**src/rtl/btle_rx_pdu_buffer_if.sv**
```systemverilog
// Replay stream from the PDU buffer to the host/MAC side: one octet per
// valid/ready handshake, with a last flag and the packet's CRC verdict.
interface btle_rx_pdu_buffer_if;
    logic [7:0] out_octet;
    logic       out_valid;
    logic       out_ready;
    logic       out_last;
    logic       out_crc_ok;

    // The buffer sources the stream.
    modport master (
        output out_octet,
        output out_valid,
        output out_last,
        output out_crc_ok,
        input  out_ready
    );

    // The host/MAC consumes the stream.
    modport slave (
        input  out_octet,
        input  out_valid,
        input  out_last,
        input  out_crc_ok,
        output out_ready
    );
endinterface

```
**src/rtl/btle_rx_pdu_buffer.sv**
```systemverilog
// BLE RX PDU buffer: captures each decoded packet's octets speculatively into
// a circular RAM, commits them on decode_end (CRC permitting) by pushing a
// {length, crc} descriptor, and replays committed packets over a valid/ready
// stream. Bad-CRC, overflowing or descriptor-starved packets roll back.
module btle_rx_pdu_buffer #(
    parameter int unsigned ADDR_WIDTH   = 8,
    parameter int unsigned DESC_WIDTH   = 3,
    parameter int unsigned DROP_BAD_CRC = 1
) (
    input  logic                        clk,
    input  logic                        rst,
    input  logic [7:0]                  octet,
    input  logic                        octet_valid,
    input  logic                        decode_end,
    input  logic                        crc_ok,
    btle_rx_pdu_buffer_if.master        out_if,
    output logic [7:0]                  pkt_count,
    output logic [7:0]                  drop_count
);

    localparam int unsigned DEPTH  = 1 << ADDR_WIDTH;
    localparam int unsigned DDEPTH = 1 << DESC_WIDTH;

    localparam logic [ADDR_WIDTH:0] PTR_ONE  = 1;
    localparam logic [DESC_WIDTH:0] DPTR_ONE = 1;
    localparam logic [8:0]          LEN_ONE  = 9'd1;
    localparam logic [7:0]          CNT_ONE  = 8'd1;

    typedef enum logic [1:0] {W_IDLE, W_RECV, W_DROP}    w_state_t;
    typedef enum logic [1:0] {R_IDLE, R_FETCH, R_STREAM} r_state_t;

    // ---------------- state ----------------
    w_state_t              w_state_q,    w_state_d;
    r_state_t              r_state_q,    r_state_d;
    logic [ADDR_WIDTH:0]   wr_spec_q,    wr_spec_d;
    logic [ADDR_WIDTH:0]   wr_commit_q,  wr_commit_d;
    logic [ADDR_WIDTH:0]   rd_ptr_q,     rd_ptr_d;
    logic [8:0]            len_q,        len_d;
    logic [7:0]            pkt_count_q,  pkt_count_d;
    logic [7:0]            drop_count_q, drop_count_d;
    logic [DESC_WIDTH:0]   desc_wp_q,    desc_wp_d;
    logic [DESC_WIDTH:0]   desc_rp_q,    desc_rp_d;
    logic [8:0]            rem_q,        rem_d;
    logic                  crc_q,        crc_d;
    logic [7:0]            out_octet_q,  out_octet_d;
    logic                  out_valid_q,  out_valid_d;
    logic                  out_last_q,   out_last_d;
    logic                  out_crc_q,    out_crc_d;

    // ---------------- storage ----------------
    logic [7:0]            ram_mem [DEPTH];
    logic [7:0]            ram_rdata;
    logic [8:0]            desc_len_mem [DDEPTH];
    logic                  desc_crc_mem [DDEPTH];

    logic                  ram_we;
    logic [ADDR_WIDTH-1:0] ram_waddr;
    logic                  ram_re;
    logic [ADDR_WIDTH-1:0] ram_raddr;
    logic                  desc_push;
    logic                  wr_overflow;

    // Full is judged against the registered read pointer, so space freed by a
    // read only becomes usable one cycle later.
    logic ram_full;
    logic desc_full;
    logic desc_empty;

    assign ram_full   = (wr_spec_q[ADDR_WIDTH] != rd_ptr_q[ADDR_WIDTH]) &&
                        (wr_spec_q[ADDR_WIDTH-1:0] == rd_ptr_q[ADDR_WIDTH-1:0]);
    assign desc_full  = (desc_wp_q[DESC_WIDTH] != desc_rp_q[DESC_WIDTH]) &&
                        (desc_wp_q[DESC_WIDTH-1:0] == desc_rp_q[DESC_WIDTH-1:0]);
    assign desc_empty = (desc_wp_q == desc_rp_q);

    // Write side: speculative capture, then commit or roll back on decode_end.
    // NOTE: every always_comb output gets a default first so no path leaves it
    // unassigned; a missing default infers a latch.
    always_comb begin
        w_state_d    = w_state_q;
        wr_spec_d    = wr_spec_q;
        wr_commit_d  = wr_commit_q;
        len_d        = len_q;
        pkt_count_d  = pkt_count_q;
        drop_count_d = drop_count_q;
        desc_wp_d    = desc_wp_q;
        ram_we       = 1'b0;
        ram_waddr    = wr_spec_q[ADDR_WIDTH-1:0];
        desc_push    = 1'b0;
        wr_overflow  = 1'b0;

        case (w_state_q)
            W_IDLE: begin
                if (octet_valid) begin
                    if (ram_full) begin
                        w_state_d = W_DROP;
                    end else begin
                        ram_we    = 1'b1;
                        wr_spec_d = wr_spec_q + PTR_ONE;
                        len_d     = LEN_ONE;
                        w_state_d = W_RECV;
                    end
                end
            end

            W_RECV: begin
                if (octet_valid) begin
                    if (ram_full) begin
                        wr_overflow = 1'b1;
                    end else begin
                        ram_we    = 1'b1;
                        wr_spec_d = wr_spec_q + PTR_ONE;
                        len_d     = len_q + LEN_ONE;
                    end
                end
                if (decode_end) begin
                    if (!wr_overflow && (crc_ok || (DROP_BAD_CRC == 0)) && !desc_full) begin
                        desc_push   = 1'b1;
                        desc_wp_d   = desc_wp_q + DPTR_ONE;
                        wr_commit_d = wr_spec_d;
                        pkt_count_d = pkt_count_q + CNT_ONE;
                    end else begin
                        wr_spec_d = wr_commit_q;
                        if (drop_count_q != 8'hFF) drop_count_d = drop_count_q + CNT_ONE;
                    end
                    w_state_d = W_IDLE;
                end else if (wr_overflow) begin
                    w_state_d = W_DROP;
                end
            end

            W_DROP: begin
                if (decode_end) begin
                    wr_spec_d = wr_commit_q;
                    if (drop_count_q != 8'hFF) drop_count_d = drop_count_q + CNT_ONE;
                    w_state_d = W_IDLE;
                end
            end

            default: w_state_d = W_IDLE;
        endcase
    end

    // Read side: fetch one octet, present it, wait for handshake, repeat.
    // The descriptor slot is released only after the last octet is taken, so
    // the descriptor FIFO bounds the number of packets resident in the buffer.
    always_comb begin
        r_state_d   = r_state_q;
        rem_d       = rem_q;
        crc_d       = crc_q;
        rd_ptr_d    = rd_ptr_q;
        desc_rp_d   = desc_rp_q;
        out_octet_d = out_octet_q;
        out_valid_d = out_valid_q;
        out_last_d  = out_last_q;
        out_crc_d   = out_crc_q;
        ram_re      = 1'b0;
        ram_raddr   = rd_ptr_q[ADDR_WIDTH-1:0];

        case (r_state_q)
            R_IDLE: begin
                if (!desc_empty) begin
                    rem_d     = desc_len_mem[desc_rp_q[DESC_WIDTH-1:0]];
                    crc_d     = desc_crc_mem[desc_rp_q[DESC_WIDTH-1:0]];
                    ram_re    = 1'b1;
                    r_state_d = R_FETCH;
                end
            end

            R_FETCH: begin
                out_octet_d = ram_rdata;
                out_valid_d = 1'b1;
                out_last_d  = (rem_q == LEN_ONE);
                out_crc_d   = crc_q;
                r_state_d   = R_STREAM;
            end

            R_STREAM: begin
                if (out_if.out_ready) begin
                    rd_ptr_d    = rd_ptr_q + PTR_ONE;
                    rem_d       = rem_q - LEN_ONE;
                    out_valid_d = 1'b0;
                    out_last_d  = 1'b0;
                    if (rem_q == LEN_ONE) begin
                        desc_rp_d = desc_rp_q + DPTR_ONE;
                        r_state_d = R_IDLE;
                    end else begin
                        ram_re    = 1'b1;
                        ram_raddr = rd_ptr_d[ADDR_WIDTH-1:0];
                        r_state_d = R_FETCH;
                    end
                end
            end

            default: r_state_d = R_IDLE;
        endcase
    end

    // Octet RAM and descriptor storage: plain synchronous memories.
    // NOTE: memories carry no reset; validity is defined entirely by the
    // pointers, which are reset, so the array maps onto block RAM.
    always_ff @(posedge clk) begin
        if (ram_we) ram_mem[ram_waddr] <= octet;
        if (ram_re) ram_rdata <= ram_mem[ram_raddr];
        if (desc_push) begin
            desc_len_mem[desc_wp_q[DESC_WIDTH-1:0]] <= len_d;
            desc_crc_mem[desc_wp_q[DESC_WIDTH-1:0]] <= crc_ok;
        end
    end

    // State register for both FSMs, pointers, counters and output stage.
    // NOTE: non-blocking assignments here so every flop samples the values
    // from before the edge, independent of statement order.
    always_ff @(posedge clk or negedge rst) begin
        if (!rst) begin
            w_state_q    <= W_IDLE;
            r_state_q    <= R_IDLE;
            wr_spec_q    <= '0;
            wr_commit_q  <= '0;
            rd_ptr_q     <= '0;
            len_q        <= '0;
            pkt_count_q  <= '0;
            drop_count_q <= '0;
            desc_wp_q    <= '0;
            desc_rp_q    <= '0;
            rem_q        <= '0;
            crc_q        <= 1'b0;
            out_octet_q  <= '0;
            out_valid_q  <= 1'b0;
            out_last_q   <= 1'b0;
            out_crc_q    <= 1'b0;
        end else begin
            w_state_q    <= w_state_d;
            r_state_q    <= r_state_d;
            wr_spec_q    <= wr_spec_d;
            wr_commit_q  <= wr_commit_d;
            rd_ptr_q     <= rd_ptr_d;
            len_q        <= len_d;
            pkt_count_q  <= pkt_count_d;
            drop_count_q <= drop_count_d;
            desc_wp_q    <= desc_wp_d;
            desc_rp_q    <= desc_rp_d;
            rem_q        <= rem_d;
            crc_q        <= crc_d;
            out_octet_q  <= out_octet_d;
            out_valid_q  <= out_valid_d;
            out_last_q   <= out_last_d;
            out_crc_q    <= out_crc_d;
        end
    end

    assign out_if.out_octet  = out_octet_q;
    assign out_if.out_valid  = out_valid_q;
    assign out_if.out_last   = out_last_q;
    assign out_if.out_crc_ok = out_crc_q;
    assign pkt_count         = pkt_count_q;
    assign drop_count        = drop_count_q;

endmodule
```
**src/flat_wrapper.sv**
```systemverilog
// flat-port wrapper written by rule: the top's interface ports become plain ports
module btle_rx_pdu_buffer_flat 
#(
    parameter int unsigned ADDR_WIDTH   = 8,
    parameter int unsigned DESC_WIDTH   = 3,
    parameter int unsigned DROP_BAD_CRC = 1
)
  (clk, rst, octet, octet_valid, decode_end, crc_ok, pkt_count, drop_count, out_if_out_octet, out_if_out_valid, out_if_out_last, out_if_out_crc_ok, out_if_out_ready);
  btle_rx_pdu_buffer_if out_if_i ();
  input  logic clk;
  input  logic rst;
  input  logic [7:0] octet;
  input  logic octet_valid;
  input  logic decode_end;
  input  logic crc_ok;
  output logic [7:0] pkt_count;
  output logic [7:0] drop_count;
  output wire logic [$bits(out_if_i.out_octet)-1:0] out_if_out_octet;
  output wire logic [$bits(out_if_i.out_valid)-1:0] out_if_out_valid;
  output wire logic [$bits(out_if_i.out_last)-1:0] out_if_out_last;
  output wire logic [$bits(out_if_i.out_crc_ok)-1:0] out_if_out_crc_ok;
  input wire logic [$bits(out_if_i.out_ready)-1:0] out_if_out_ready;
  assign out_if_out_octet = out_if_i.out_octet;
  assign out_if_out_valid = out_if_i.out_valid;
  assign out_if_out_last = out_if_i.out_last;
  assign out_if_out_crc_ok = out_if_i.out_crc_ok;
  assign out_if_i.out_ready = out_if_out_ready;
  btle_rx_pdu_buffer #(.ADDR_WIDTH(ADDR_WIDTH), .DESC_WIDTH(DESC_WIDTH), .DROP_BAD_CRC(DROP_BAD_CRC)) u_core (.clk(clk), .rst(rst), .octet(octet), .octet_valid(octet_valid), .decode_end(decode_end), .crc_ok(crc_ok), .out_if(out_if_i), .pkt_count(pkt_count), .drop_count(drop_count));
endmodule
```
**config.mk**
```make
export PLATFORM = sky130hd
export DESIGN_NAME = btle_rx_pdu_buffer_flat
export DESIGN_NICKNAME = d
export VERILOG_FILES = /design/src/rtl/btle_rx_pdu_buffer_if.sv /design/src/rtl/btle_rx_pdu_buffer.sv /design/src/flat_wrapper.sv
export SDC_FILE = /design/constraint.sdc
export NUM_CORES = 2
export LEC_CHECK = 0
export BUFFER_PORTS_ARGS = -buffer_cell sky130_fd_sc_hd__buf_2
export CAP_MARGIN = 30
export CORE_MARGIN = 3
export CORE_UTILIZATION = 60
export CTS_BUF_LIST = sky130_fd_sc_hd__clkbuf_4
export DETAILED_ROUTE_END_ITERATION = 8
export PLACE_DENSITY = 0.76
export REMOVE_ABC_BUFFERS = 1
export SLEW_MARGIN = 20
export SYNTH_ARGS = -nofsm -noshare
export SYNTH_HDL_FRONTEND = slang
export SYNTH_SLANG_ARGS = --single-unit
```
**constraint.sdc**
```tcl
create_clock -name clk -period 4.87 [get_ports clk]
set_clock_uncertainty 0.2 [all_clocks]
set_input_delay 1.2175 -clock clk [delete_from_list [all_inputs] [get_ports clk]]
set_output_delay 1.2175 -clock clk [all_outputs]
set_load 0.02 [all_outputs]
```
==> reports/results.txt <==
Buffers inserted during clock tree synthesis total 567. Placeable core area: 148000 sq um. The residual overflow from global routing was 0; the power density of the placed cells was 593 nW/um^2. For this block, the via count after detailed routing is 60100. Of the cells placed in the final design, the portion with a size suffix greater than 1 is 25.0%. Setup repair after global routing left no endpoint under its margin. In this run the count of I/O pins placed on the die edge is 41.

Entering global routing, the biggest net connects 158 pins. Summed over all cells, the static leakage comes to 35.1 nW. The number of enable flip-flop cells after synthesis is 2136. The initial DRC count was 9753. Wires add up to 276000 um.

Category of the critical setup timing path: reg2reg. The first global-routing pass estimated 396000 um of wire. For this configuration, the core starts out at a cell density of 60.5%. The logs give 0 for the yosys synthesis warning count and 6571 for the final layout net count. The worst setup path is launched from a flop. The CTS clock-pin slew for the worst setup and hold paths was 0.07 ns.

The run gives 24.8% as the worst slew slack as a fraction of its limit. At the pin with the least slew margin, the transition time is 1.13 ns. The run gives 0 as the number of nets with antenna violations after detailed routing. The biggest cell delay along the critical path came out at 0.65 ns. The floorplan has 141 rows. For the cell count after synthesis, the log shows 5749. Once routing completed, OpenROAD measured the worst setup slack at 0.107 ns. The logs give 89400 sq um for the post-synthesis cell area and 176000 um for the final HPWL from detailed placement. The die covers 154000 sq um. The run gives 88 as the number of distinct standard cells referenced by the synthesized netlist. The initial antenna violation count came out at 19. Setup violations remaining at the end of the flow were counted as 0. The register bit count reported by yosys came out at 2221. The floorplan step set the die width to 392 um. The run gives 8847 as the number of cells in the finished layout apart from fillers. TritonCTS built the clock tree.

The number of buffers added on ports works out to 40. The signal on the critical path passes through inv_1 > ha_1 > or4b_1 > nor2_4 > nor3_1 > buf_4 > or2_2 > buf_6 > buf_4 > a221oi_1 > a211oi_1 > o22ai_2 > a2bb2oi_1 > and3_1. At the end of routability-driven placement, the weighted congestion stood at 0.969. The final count of pins violating max slew was 0. The tools report the source-to-sink clock delay at the later pin of the worst-skew pair as 1.31 ns. For the data arrival time of the critical path, the log shows 5.72 ns. Across the run, the number of max-cap violations was 0. Of the synthesized area, sequential elements account for 74.1%.

The via-per-instance ratio came out at 6.80. Largest buffer count on any clock path: 4. Origin of the worst setup path: u_core.rem_q[1]. The run finished with clean final reports.

The chip height is 392 um. In the synthesized netlist the dominant register cell turns out to be sky130_fd_sc_hd__edfxtp_1. Share of Yosys cell area claimed by the top area cell type: 71.7%. The clock tree root driver cell was sky130_fd_sc_hd__clkbuf_4.

The first-pass iteration count of the detailed router is 9. Power comes to 0.0609 W. Counting flops with an async set or reset pin after synthesis yields a share of 3.83%.

Averaged over all synthesized cells, the footprint is 15.6 sq um. The maximum fanout encountered on the critical timing path is 13, and the number of global-route vias before repair is 58700. Setup total negative slack on the finished layout was measured at 0 ns. The tools report the H-tree depth as 6.

Among all stages on the critical path, the largest delay is contributed by sky130_fd_sc_hd__or4b_1. Timing would allow up to 210 MHz. After detailed routing, the number of remaining DRC violations is 0. The run gives 7887 as the cell count after placement. OpenSTA, run right after detailed placement, puts the worst setup slack at -0.361 ns.

The mean routed wirelength per cell works out to 31.2 um. By area the synthesized netlist is led by sky130_fd_sc_hd__edfxtp_1 72%, sky130_fd_sc_hd__mux4_2 5.1%, sky130_fd_sc_hd__nand2_1 3.8%, sky130_fd_sc_hd__dfrtp_1 2.4%, sky130_fd_sc_hd__mux2i_1 2.2%. The number of clock sinks was 2221.

The largest delay contributor family on the critical path was compound AO/OA/AOI/OAI gates. Data on the critical path is required at its endpoint by 5.82 ns. The type of the most critical hold path is in2async. Counting I/O delays and the setup requirement, the final critical path takes 4.76 ns. The critical path contains buffers and inverters numbering 4 combined.

Launch point of the worst reg-to-reg path: u_core.rem_q[1]. The critical path capture point type is a flop. Among the stages of the critical path, the cell type that occurs most often is sky130_fd_sc_hd__buf_4. Number of failing hold endpoints at the final stage: 0. From synthesis to final layout, the design area changed by 14.9%. Dividing the final minimum period by the clock period gives 97.8%. Across every metal layer, demand over resource in global routing totals 36.0%.

sky130_fd_sc_hd__edfxtp_1 takes more of the synthesized area than any other cell. The peak supply drop came out at 0.626 mV.
layout by cell type, fill, tap and decap left out, drive strengths merged, types with 17 or more instances in the layout:
| cell | Yosys | routed |
|---|---|---|
| and3 | 19 | 19 |
| clkbuf | 172 | 802 |
| a31oi | 93 | 93 |
| nand3 | 283 | 283 |
| edfxtp | 2136 | 2136 |
| a211oi | 38 | 38 |
| o221ai | 120 | 120 |
| o2111ai | 21 | 21 |
| a21oi | 126 | 126 |
| nand4 | 61 | 61 |
| buf | 207 | 588 |
| dfrtp | 85 | 85 |
| a22oi | 40 | 40 |
| xnor2 | 34 | 34 |
| mux2i | 201 | 201 |
| mux4 | 202 | 202 |
| o21ai | 105 | 105 |
| inv | 15 | 28 |
| nor2 | 375 | 375 |
| a22o | 19 | 19 |
| o22ai | 91 | 91 |
| nor3 | 52 | 52 |
| ha | 17 | 17 |
| mux2 | 22 | 22 |
| clkinv | 2 | 109 |
| a32oi | 53 | 53 |
| nand2 | 896 | 896 |
| xor2 | 20 | 20 |
cell usage after synthesis, types with 17 or more instances:
library cell                instances
sky130_fd_sc_hd__a211oi_1          38
sky130_fd_sc_hd__a21oi_1          124
sky130_fd_sc_hd__a22o_1            19
sky130_fd_sc_hd__a22oi_1           40
sky130_fd_sc_hd__a31oi_1           93
sky130_fd_sc_hd__a32oi_1           53
sky130_fd_sc_hd__and3_1            19
sky130_fd_sc_hd__buf_1             49
sky130_fd_sc_hd__buf_2            115
sky130_fd_sc_hd__buf_4             29
sky130_fd_sc_hd__clkbuf_1         172
sky130_fd_sc_hd__dfrtp_1           85
sky130_fd_sc_hd__edfxtp_1        2136
sky130_fd_sc_hd__ha_1              17
sky130_fd_sc_hd__mux2_2            22
sky130_fd_sc_hd__mux2i_1          201
sky130_fd_sc_hd__mux4_2           202
sky130_fd_sc_hd__nand2_1          896
sky130_fd_sc_hd__nand3_1          283
sky130_fd_sc_hd__nand4_1           61
sky130_fd_sc_hd__nor2_1           374
sky130_fd_sc_hd__nor3_1            48
sky130_fd_sc_hd__o2111ai_1         21
sky130_fd_sc_hd__o21ai_0           99
sky130_fd_sc_hd__o221ai_1         120
sky130_fd_sc_hd__o22ai_1           91
sky130_fd_sc_hd__xnor2_1           33
sky130_fd_sc_hd__xor2_1            20
metrics by stage:
stage	area (sq um)	utilization, %	hold slack (ns)
5_1_grt	103000	69.5	0.0777
2_1_floorplan	87600	-	0.215
4_1_cts	103000	69.4	0.00990
6_report	103000	69.5	0.175
3_3_place_gp	95500	64.6	0.252
3_5_place_dp	95700	64.7	0.263
layout make-up:
cell class	instances	area, sq um
Multi-Input combinational cell	3132	21600
Tap cell	1930	2410
Antenna cell	16	40.0
Timing Repair Buffer	601	5530
Clock inverter	137	887
Inverter	17	63.8
Fill cell	9468	45100
Sequential cell	2221	66300
Clock buffer	793	5950
per-layer routing:
| layer | up-vias | track usage (%) | routed length (um) | part of all wire, % |
|---|---|---|---|---|
| met5 | - | 0 | 187 | 0.068 |
| li1 | 24500 | - | - | - |
| met4 | 10 | 21.6 | 17600 | 6.4 |
| met3 | 960 | 13.6 | 44700 | 16 |
| met1 | 29300 | 47.3 | 92500 | 34 |
| met2 | 5440 | 51.5 | 121000 | 44 |
where the power goes:
group,total (W),switching (W),internal (W)
Combinational,0.0236,0.0153,0.00832
Clock,0.0155,0.00732,0.00815
Sequential,0.0218,0.000465,0.0214
Total,0.0609,0.0231,0.0378
path summary, 6_finish.rpt:
path,to,slack (ns),cells after the start
hold reg to reg,u_core.pkt_count[7],0.27,1
setup / recovery,u_core.ram_rdata[6],0.11,14
hold / removal,u_core.wr_commit_q[6],0.18,2
setup reg to reg,u_core.ram_rdata[6],0.11,14
min in group clk,u_core.w_state_q[1],0.18,3
max in group asynchronous,u_core.crc_q,3.43,4
state kept, by name, summed over array words and instances (netlist names):
register	flops
u_core.ram_rdata	8
u_core.out_if.out_octet	8
u_core.drop_count	8
u_core.wr_commit_q	9
u_core.out_if.out_valid	1
u_core.desc_len_mem	72
u_core.out_if.out_crc_ok	1
u_core.desc_crc_mem	8
u_core.rem_q	9
u_core.w_state_q	2
u_core.ram_mem	2048
u_core.crc_q	1
u_core.pkt_count	8
u_core.out_if.out_last	1
u_core.r_state_q	2
u_core.len_q	9
u_core.wr_spec_q	9
u_core.desc_wp_q	4
u_core.rd_ptr_q	9
u_core.desc_rp_q	4
worst reg2reg max path: cells and delay by family, from the launching register on:
| family | cells | cell delay (ns) |
|---|---|---|
| AO/OA/AOI/OAI | 4 | 1.59 |
| AND/OR/NAND/NOR | 5 | 1.56 |
| buffers and inverters | 4 | 0.73 |
| flip-flops | 1 | 0.37 |
| adder cells (fa/ha/maj) | 1 | 0.18 |
what timing repair did:
action / CTS / global route
endpoints found under the setup margin: 1 / 5
endpoints found under the hold margin: 83 / 0
gates resized for setup: 1 / 8
cloned: 0 / 0
setup buffers: 0 / 6
hold buffers: 4 / 0
pin swaps: 0 / 2
cells by family (layout without fill, tap and decap cells):
| kind of cell | Yosys count | in the layout | synth area share [%] |
|---|---|---|---|
| other | 0 | 16 | 0 |
| multiplexers | 425 | 425 | 7.61 |
| AO/OA/AOI/OAI | 870 | 870 | 6.96 |
| XOR/XNOR | 54 | 54 | 0.550 |
| buffers and inverters | 396 | 1548 | 2.07 |
| flip-flops | 2221 | 2221 | 74.1 |
| AND/OR/NAND/NOR | 1766 | 1766 | 8.47 |
| adder cells (fa/ha/maj) | 17 | 17 | 0.238 |
(Power assumes the default switching activity.)
